## src/rtl/multi_counter_if.sv

```systemverilog
// Bus bundle for multi_counter: per-channel controls in, registered counts and flags out.
interface multi_counter_if #(
  parameter int WIDTH    = 8,
  parameter int CHANNELS = 4
);
  logic [CHANNELS-1:0]       i_clr;
  logic [CHANNELS-1:0]       i_load;
  logic [CHANNELS*WIDTH-1:0] i_load_value;
  logic [CHANNELS-1:0]       i_en;
  logic [CHANNELS-1:0]       i_up;
  logic [WIDTH-1:0]          i_limit;
  logic [CHANNELS-1:0]       i_flag_clr;
  logic [CHANNELS*WIDTH-1:0] o_count;
  logic [CHANNELS-1:0]       o_tc;
  logic [CHANNELS-1:0]       o_ovf;

  modport master (
    output i_clr, i_load, i_load_value, i_en, i_up, i_limit, i_flag_clr,
    input  o_count, o_tc, o_ovf
  );

  modport slave (
    input  i_clr, i_load, i_load_value, i_en, i_up, i_limit, i_flag_clr,
    output o_count, o_tc, o_ovf
  );
endinterface

```

## src/rtl/multi_counter.sv

```systemverilog
// CHANNELS independent WIDTH-bit up/down counters with a shared limit,
// wrap/saturate boundary handling, terminal-count pulse and sticky overflow.
module multi_counter_lane #(
  parameter int WIDTH    = 8,
  parameter bit SATURATE = 1'b0
) (
  input  logic             clk_i,
  input  logic             rst_ni,
  input  logic             clr_i,
  input  logic             load_i,
  input  logic [WIDTH-1:0] load_value_i,
  input  logic             en_i,
  input  logic             up_i,
  input  logic [WIDTH-1:0] limit_i,
  input  logic             flag_clr_i,
  output logic [WIDTH-1:0] count_o,
  output logic             tc_o,
  output logic             ovf_o
);
  logic [WIDTH-1:0] cnt_q, cnt_d;
  logic             tc_q, tc_d;
  logic             ovf_q, ovf_d;
  logic             bnd;

  always_comb begin
    cnt_d = cnt_q;
    bnd   = 1'b0;
    if (clr_i) begin
      cnt_d = '0;
    end else if (load_i) begin
      cnt_d = (load_value_i > limit_i) ? limit_i : load_value_i;
    end else if (en_i) begin
      // Limit lowered below the current count: snap back into range, not a boundary.
      if (cnt_q > limit_i) begin
        cnt_d = limit_i;
      end else if (up_i) begin
        if (cnt_q == limit_i) begin
          bnd   = 1'b1;
          cnt_d = SATURATE ? limit_i : '0;
        end else begin
          cnt_d = cnt_q + 1'b1;
        end
      end else begin
        if (cnt_q == '0) begin
          bnd   = 1'b1;
          cnt_d = SATURATE ? '0 : limit_i;
        end else begin
          cnt_d = cnt_q - 1'b1;
        end
      end
    end
    tc_d  = bnd;
    ovf_d = bnd | (ovf_q & ~flag_clr_i);
  end

  always_ff @(posedge clk_i or negedge rst_ni) begin
    if (!rst_ni) begin
      cnt_q <= '0;
      tc_q  <= 1'b0;
      ovf_q <= 1'b0;
    end else begin
      cnt_q <= cnt_d;
      tc_q  <= tc_d;
      ovf_q <= ovf_d;
    end
  end

  assign count_o = cnt_q;
  assign tc_o    = tc_q;
  assign ovf_o   = ovf_q;
endmodule

module multi_counter #(
  parameter int WIDTH    = 8,
  parameter int CHANNELS = 4,
  parameter bit SATURATE = 1'b0
) (
  input  logic          i_clk,
  input  logic          i_rst_n,
  multi_counter_if.slave bus
);
  logic [CHANNELS-1:0][WIDTH-1:0] cnt;
  logic [CHANNELS-1:0]            tc;
  logic [CHANNELS-1:0]            ovf;

  for (genvar c = 0; c < CHANNELS; c++) begin : g_lane
    multi_counter_lane #(
      .WIDTH    (WIDTH),
      .SATURATE (SATURATE)
    ) u_lane (
      .clk_i        (i_clk),
      .rst_ni       (i_rst_n),
      .clr_i        (bus.i_clr[c]),
      .load_i       (bus.i_load[c]),
      .load_value_i (bus.i_load_value[c*WIDTH +: WIDTH]),
      .en_i         (bus.i_en[c]),
      .up_i         (bus.i_up[c]),
      .limit_i      (bus.i_limit),
      .flag_clr_i   (bus.i_flag_clr[c]),
      .count_o      (cnt[c]),
      .tc_o         (tc[c]),
      .ovf_o        (ovf[c])
    );
  end

  assign bus.o_count = cnt;
  assign bus.o_tc    = tc;
  assign bus.o_ovf   = ovf;
endmodule

```

## src/flat_wrapper.sv

```systemverilog
// flat-port wrapper written by rule: the top's interface ports become plain ports
module multi_counter_flat 
#(
  parameter int WIDTH    = 8,
  parameter int CHANNELS = 4,
  parameter bit SATURATE = 1'b0
)
  (i_clk, i_rst_n, bus_i_clr, bus_i_load, bus_i_load_value, bus_i_en, bus_i_up, bus_i_limit, bus_i_flag_clr, bus_o_count, bus_o_tc, bus_o_ovf);
  multi_counter_if #(.WIDTH(WIDTH), .CHANNELS(CHANNELS)) bus_i ();
  input  logic i_clk;
  input  logic i_rst_n;
  input wire logic [$bits(bus_i.i_clr)-1:0] bus_i_clr;
  input wire logic [$bits(bus_i.i_load)-1:0] bus_i_load;
  input wire logic [$bits(bus_i.i_load_value)-1:0] bus_i_load_value;
  input wire logic [$bits(bus_i.i_en)-1:0] bus_i_en;
  input wire logic [$bits(bus_i.i_up)-1:0] bus_i_up;
  input wire logic [$bits(bus_i.i_limit)-1:0] bus_i_limit;
  input wire logic [$bits(bus_i.i_flag_clr)-1:0] bus_i_flag_clr;
  output wire logic [$bits(bus_i.o_count)-1:0] bus_o_count;
  output wire logic [$bits(bus_i.o_tc)-1:0] bus_o_tc;
  output wire logic [$bits(bus_i.o_ovf)-1:0] bus_o_ovf;
  assign bus_i.i_clr = bus_i_clr;
  assign bus_i.i_load = bus_i_load;
  assign bus_i.i_load_value = bus_i_load_value;
  assign bus_i.i_en = bus_i_en;
  assign bus_i.i_up = bus_i_up;
  assign bus_i.i_limit = bus_i_limit;
  assign bus_i.i_flag_clr = bus_i_flag_clr;
  assign bus_o_count = bus_i.o_count;
  assign bus_o_tc = bus_i.o_tc;
  assign bus_o_ovf = bus_i.o_ovf;
  multi_counter #(.WIDTH(WIDTH), .CHANNELS(CHANNELS), .SATURATE(SATURATE)) u_core (.i_clk(i_clk), .i_rst_n(i_rst_n), .bus(bus_i));
endmodule
```

## config.mk

```make
export PLATFORM = sky130hd
export DESIGN_NAME = multi_counter_flat
export DESIGN_NICKNAME = d
export VERILOG_FILES = /design/src/rtl/multi_counter_if.sv /design/src/rtl/multi_counter.sv /design/src/flat_wrapper.sv
export SDC_FILE = /design/constraint.sdc
export NUM_CORES = 1
export LEC_CHECK = 0
export CORE_MARGIN = 5
export CORE_UTILIZATION = 50
export CTS_CLUSTER_DIAMETER = 40
export DETAILED_ROUTE_END_ITERATION = 12
export GPL_TIMING_DRIVEN = 0
export PLACE_DENSITY_LB_ADDON = 0.12
export SYNTH_ARGS = -nofsm -noshare
export SYNTH_HDL_FRONTEND = slang
export SYNTH_SLANG_ARGS = --single-unit
```

## constraint.sdc

```tcl
create_clock -name i_clk -period 3.1 [get_ports i_clk]
set_clock_uncertainty 0.15 [all_clocks]
set_input_delay 0.775 -clock i_clk [delete_from_list [all_inputs] [get_ports i_clk]]
set_output_delay 0.775 -clock i_clk [all_outputs]
set_load 0.05 [all_outputs]
```

==> flow_results.xml <==
<?xml version="1.0" encoding="UTF-8"?>
<metrics>
  <group name="timing">
    <metric name="setup_viol" unit="">0</metric>
    <metric name="finalHoldViolations" unit="">0</metric>
    <metric name="hold-worst-slack" unit="ps">329.1</metric>
    <metric name="total_count_of_max_transition_violations_in_the_final_report" unit="">0</metric>
    <metric name="max_slew.worst_pin.slew" unit="ps">724.1</metric>
    <metric name="achievable-frequency" unit="GHz">0.3317</metric>
    <metric name="maxSlewHeadroom" unit="%">51.62</metric>
    <metric name="min_period_over_period" unit="%">97.24</metric>
    <metric name="timing.final.crit_period" unit="ps">3014</metric>
  </group>
  <group name="layout">
    <metric name="layout.nets" unit="">990</metric>
    <metric name="layout_cells_sized_above_1" unit="%">14.30</metric>
    <metric name="syn2layout_area_growth" unit="%">32.46</metric>
    <metric name="postLayoutCellArea" unit="µm²">7480</metric>
    <metric name="n_fill_cell" unit="">919</metric>
    <metric name="antennaDiodeCount" unit="">0</metric>
  </group>
  <group name="power_and_ir_drop">
    <metric name="pwr_density_cell" unit="nW/µm²">432.6</metric>
    <metric name="peak_supply_drop" unit="mV">0.3468</metric>
    <metric name="total_power" unit="mW">3.235</metric>
    <metric name="leakage" unit="nW">3.172</metric>
  </group>
  <group name="logic_synthesis">
    <metric name="synth_common_cells" unit="">76 x sky130_fd_sc_hd__ha_1, 55 x sky130_fd_sc_hd__a21oi_1, 48 x sky130_fd_sc_hd__nand2_1</metric>
    <metric name="synthArstFlopShare" unit="%">100.0</metric>
    <metric name="postSynthCellCount" unit="">712</metric>
    <metric name="synth.top_cell.area_share" unit="%">17.73</metric>
    <metric name="syn-mean-instance-area" unit="µm²">7.931</metric>
    <metric name="synthesis.yosys.warnings" unit="">0</metric>
    <metric name="synth_top_cell_by_area" unit="">sky130_fd_sc_hd__dfrtp_1</metric>
    <metric name="synth_fp_nets" unit="">850</metric>
    <metric name="netlist_area" unit="µm²">5647</metric>
    <metric name="yosys.cell_types.count" unit="">77</metric>
    <metric name="post_synth_edffs" unit="">0</metric>
    <metric name="post-synth-top-count-cell" unit="">sky130_fd_sc_hd__ha_1</metric>
    <metric name="ys_seq_elements" unit="">40</metric>
    <metric name="ys_dominant_reg_cell" unit="">sky130_fd_sc_hd__dfrtp_1</metric>
    <metric name="synth.area.top_cells" unit="">sky130_fd_sc_hd__dfrtp_1 18%, sky130_fd_sc_hd__ha_1 17%, sky130_fd_sc_hd__a21oi_1 4.9%</metric>
    <metric name="seq_area_frac_synth" unit="%">17.73</metric>
  </group>
  <group name="cts">
    <metric name="cts_tree" unit="">done</metric>
    <metric name="tritoncts_num_sinks" unit="">40</metric>
    <metric name="insertion_delay" unit="ps">290</metric>
    <metric name="clk_path_buf_depth" unit="">2</metric>
    <metric name="number_of_buffers_created_by_cts" unit="">5</metric>
    <metric name="cts_root_buffer" unit="">sky130_fd_sc_hd__clkbuf_16</metric>
    <metric name="clock_tree.htree_level_count" unit="">2</metric>
    <metric name="cts_hold_repair.buffers" unit="">0</metric>
    <metric name="clk_transition_reported_paths" unit="ps">70</metric>
  </group>
  <group name="global_route">
    <metric name="via_count_of_the_first_global_routing_pass" unit="">6350</metric>
    <metric name="grt_pass1_wl" unit="µm">31660</metric>
    <metric name="grt.overflow.total" unit="">0</metric>
    <metric name="grt_max_degree" unit="">22</metric>
    <metric name="total_global_routing_track_utilization" unit="%">29.03</metric>
    <metric name="antenna_found_initial" unit="">0</metric>
  </group>
  <group name="critical_path">
    <metric name="timing.rr.end" unit="">u_core.g_lane[1].u_lane.count_o[7]</metric>
    <metric name="crit_arrival" unit="ps">3040</metric>
    <metric name="critical_path.startpoint_type" unit="">primary input</metric>
    <metric name="setup.worst_path.end_class" unit="">flip-flop</metric>
    <metric name="critPathMaxFanout" unit="">10</metric>
    <metric name="worstReg2RegStart" unit="">u_core.g_lane[1].u_lane.count_o[1]</metric>
    <metric name="ff2ff_path_depth" unit="">8</metric>
    <metric name="critPathRequiredTime" unit="ps">3120</metric>
    <metric name="worst-setup-path-type" unit="">in -&gt; reg</metric>
    <metric name="minimum_setup_slack_among_reg_to_reg_paths" unit="ps">430</metric>
  </group>
  <group name="placement">
    <metric name="io_buffer_count" unit="">98</metric>
    <metric name="place.gp.congestion" unit="">0.9344</metric>
    <metric name="hpwl_after_detailed_placement" unit="µm">14550</metric>
    <metric name="place_area" unit="µm²">6833</metric>
  </group>
  <group name="route">
    <metric name="vias_per_cell" unit="">6.682</metric>
    <metric name="route.vias.total" unit="">6635</metric>
    <metric name="drt_wl_total" unit="µm">19930</metric>
    <metric name="antenna_viol_nets_final" unit="">0</metric>
    <metric name="route.detailed.wl_per_inst" unit="µm">20.07</metric>
    <metric name="drt_first_pass_iters" unit="">6</metric>
    <metric name="drt_initial_violations" unit="">648</metric>
    <metric name="detail_route.drc_violations" unit="">0</metric>
  </group>
  <group name="floorplan">
    <metric name="dieArea" unit="µm²">13520</metric>
    <metric name="rows" unit="">38</metric>
    <metric name="die_width" unit="µm">116.3</metric>
    <metric name="core_region_area" unit="µm²">10940</metric>
    <metric name="initial_utilization" unit="%">51.64</metric>
    <metric name="num_io_pins" unit="">102</metric>
    <metric name="die_h" unit="µm">116.3</metric>
  </group>
  <group name="worst_hold_path">
    <metric name="worst_hold_path_type" unit="">in -&gt; async</metric>
  </group>
  <group name="status">
    <metric name="status" unit="">completed</metric>
  </group>
  <group name="flow_run">
    <metric name="maxCapViolations" unit="">0</metric>
  </group>
</metrics>
metrics by stage:
stage                     instances  TNS (ps)  util (%)  setup slack, ps
after floorplan                 712         0         -            7.472
after global placement          950    -40220     62.28            -1180
after detailed placement        951    -38560     62.48            -1208
after CTS                       985    -5.201     67.01           -3.081
after global routing            993    -27.33     68.40           -11.43
final                           993         0     68.40            85.53
kinds of logic after synthesis:
group | share of synthesized area, %
flops | 17.73
simple gates | 21.29
compound gates | 33.30
fa+ha+maj | 16.84
xor+xnor | 1.861
mux | 2.836
buf+inv | 6.138
timing repair:
action,in CTS,in global routing
resized for setup,60,28
pin swaps,9,10
setup endpoints to repair,40,27
buffers inserted,27,8
cells in the final DEF, fill, tap and decap left out, types with 8 or more instances in the layout:
cell type                         netlist  layout
sky130_fd_sc_hd__a221o_1                9       9
sky130_fd_sc_hd__a21o_1                17      17
sky130_fd_sc_hd__nand2b_1              13      13
sky130_fd_sc_hd__or2_2                  9       8
sky130_fd_sc_hd__o221ai_1               8       8
sky130_fd_sc_hd__nand2_1               48      45
sky130_fd_sc_hd__o31ai_1               11      11
sky130_fd_sc_hd__nor3_1                23      22
sky130_fd_sc_hd__and3_1                12      12
sky130_fd_sc_hd__xor2_1                 8       8
sky130_fd_sc_hd__nand3_1               23      23
sky130_fd_sc_hd__o22ai_1               10      10
sky130_fd_sc_hd__a211oi_1              14      11
sky130_fd_sc_hd__clkdlybuf4s50_1        0      90
sky130_fd_sc_hd__dfrtp_1               40      40
sky130_fd_sc_hd__nor2b_1                9       9
sky130_fd_sc_hd__clkbuf_1              25      21
sky130_fd_sc_hd__nand4_1               17      17
sky130_fd_sc_hd__o21ai_0               33      30
sky130_fd_sc_hd__a21oi_1               55      55
sky130_fd_sc_hd__mux2i_1               16      16
sky130_fd_sc_hd__buf_4                  8      43
sky130_fd_sc_hd__a31oi_1               10      10
sky130_fd_sc_hd__nor2_1                39      37
sky130_fd_sc_hd__o211ai_1              11      11
sky130_fd_sc_hd__a221oi_1              22      20
sky130_fd_sc_hd__inv_1                 40      33
sky130_fd_sc_hd__ha_1                  76      74
worst max-delay path, cell delays in order:
cell,delay [ps]
sky130_fd_sc_hd__clkbuf_2,260
sky130_fd_sc_hd__inv_2,200
sky130_fd_sc_hd__ha_1,370
sky130_fd_sc_hd__and4b_1,210
sky130_fd_sc_hd__a211oi_2,230
sky130_fd_sc_hd__o221a_2,230
sky130_fd_sc_hd__or2_2,100
sky130_fd_sc_hd__clkbuf_2,170
sky130_fd_sc_hd__a21oi_1,120
sky130_fd_sc_hd__a2111oi_0,380
cell type report:
cell class	count	area, µm²	share of cell area [%]
well taps	140	175.2	2.342
multi-input cells	590	4443	59.40
plain buffers	41	201.4	2.693
clock buffers	5	125.1	1.673
repair buffers	134	1271	17.00
flip-flops and latches	40	1001	13.38
clock inverters	3	90.09	1.204
inverters	40	172.7	2.308
how the worst max path moves through the flow:
stage,from,end,slack [ps],cells past startpoint
6_report,bus_i_limit[3],u_core.g_lane[0].u_lane.count_o[2],90,10
5_1_grt,bus_i_limit[6],u_core.g_lane[3].u_lane.count_o[2],-10,11
4_1_cts,bus_i_limit[6],u_core.g_lane[3].u_lane.count_o[3],-3,10
3_5_place_dp,bus_i_limit[1],u_core.g_lane[0].u_lane.count_o[0],-1210,9
3_3_place_gp,bus_i_limit[1],u_core.g_lane[0].u_lane.count_o[1],-1180,9
2_1_floorplan,bus_i_limit[3],u_core.g_lane[0].u_lane.count_o[0],7,9
flip-flops by register name (all words and copies together), names as in the netlist:
register,flops
u_core.g_lane.u_lane.count_o,32
u_core.g_lane.u_lane.ovf_o,4
u_core.g_lane.u_lane.tc_o,4
where the power goes:
group	switching (mW)	internal [mW]	total (mW)
Combinational	1.03	0.722	1.75
Clock	0.241	0.544	0.784
Sequential	0.118	0.580	0.698
Total	1.39	1.85	3.24
layer usage:
metal / GRT usage [%] / up-vias / part of all wire, %
met4: 8.043 / 0 / 2.2
met5: 0 / - / 0
met1: 38.86 / 3145 / 42
met3: 4.767 / 50 / 8.5
li1: - / 3055 / -
met2: 48.51 / 385 / 47
Power figures use the tool's default switching activity.
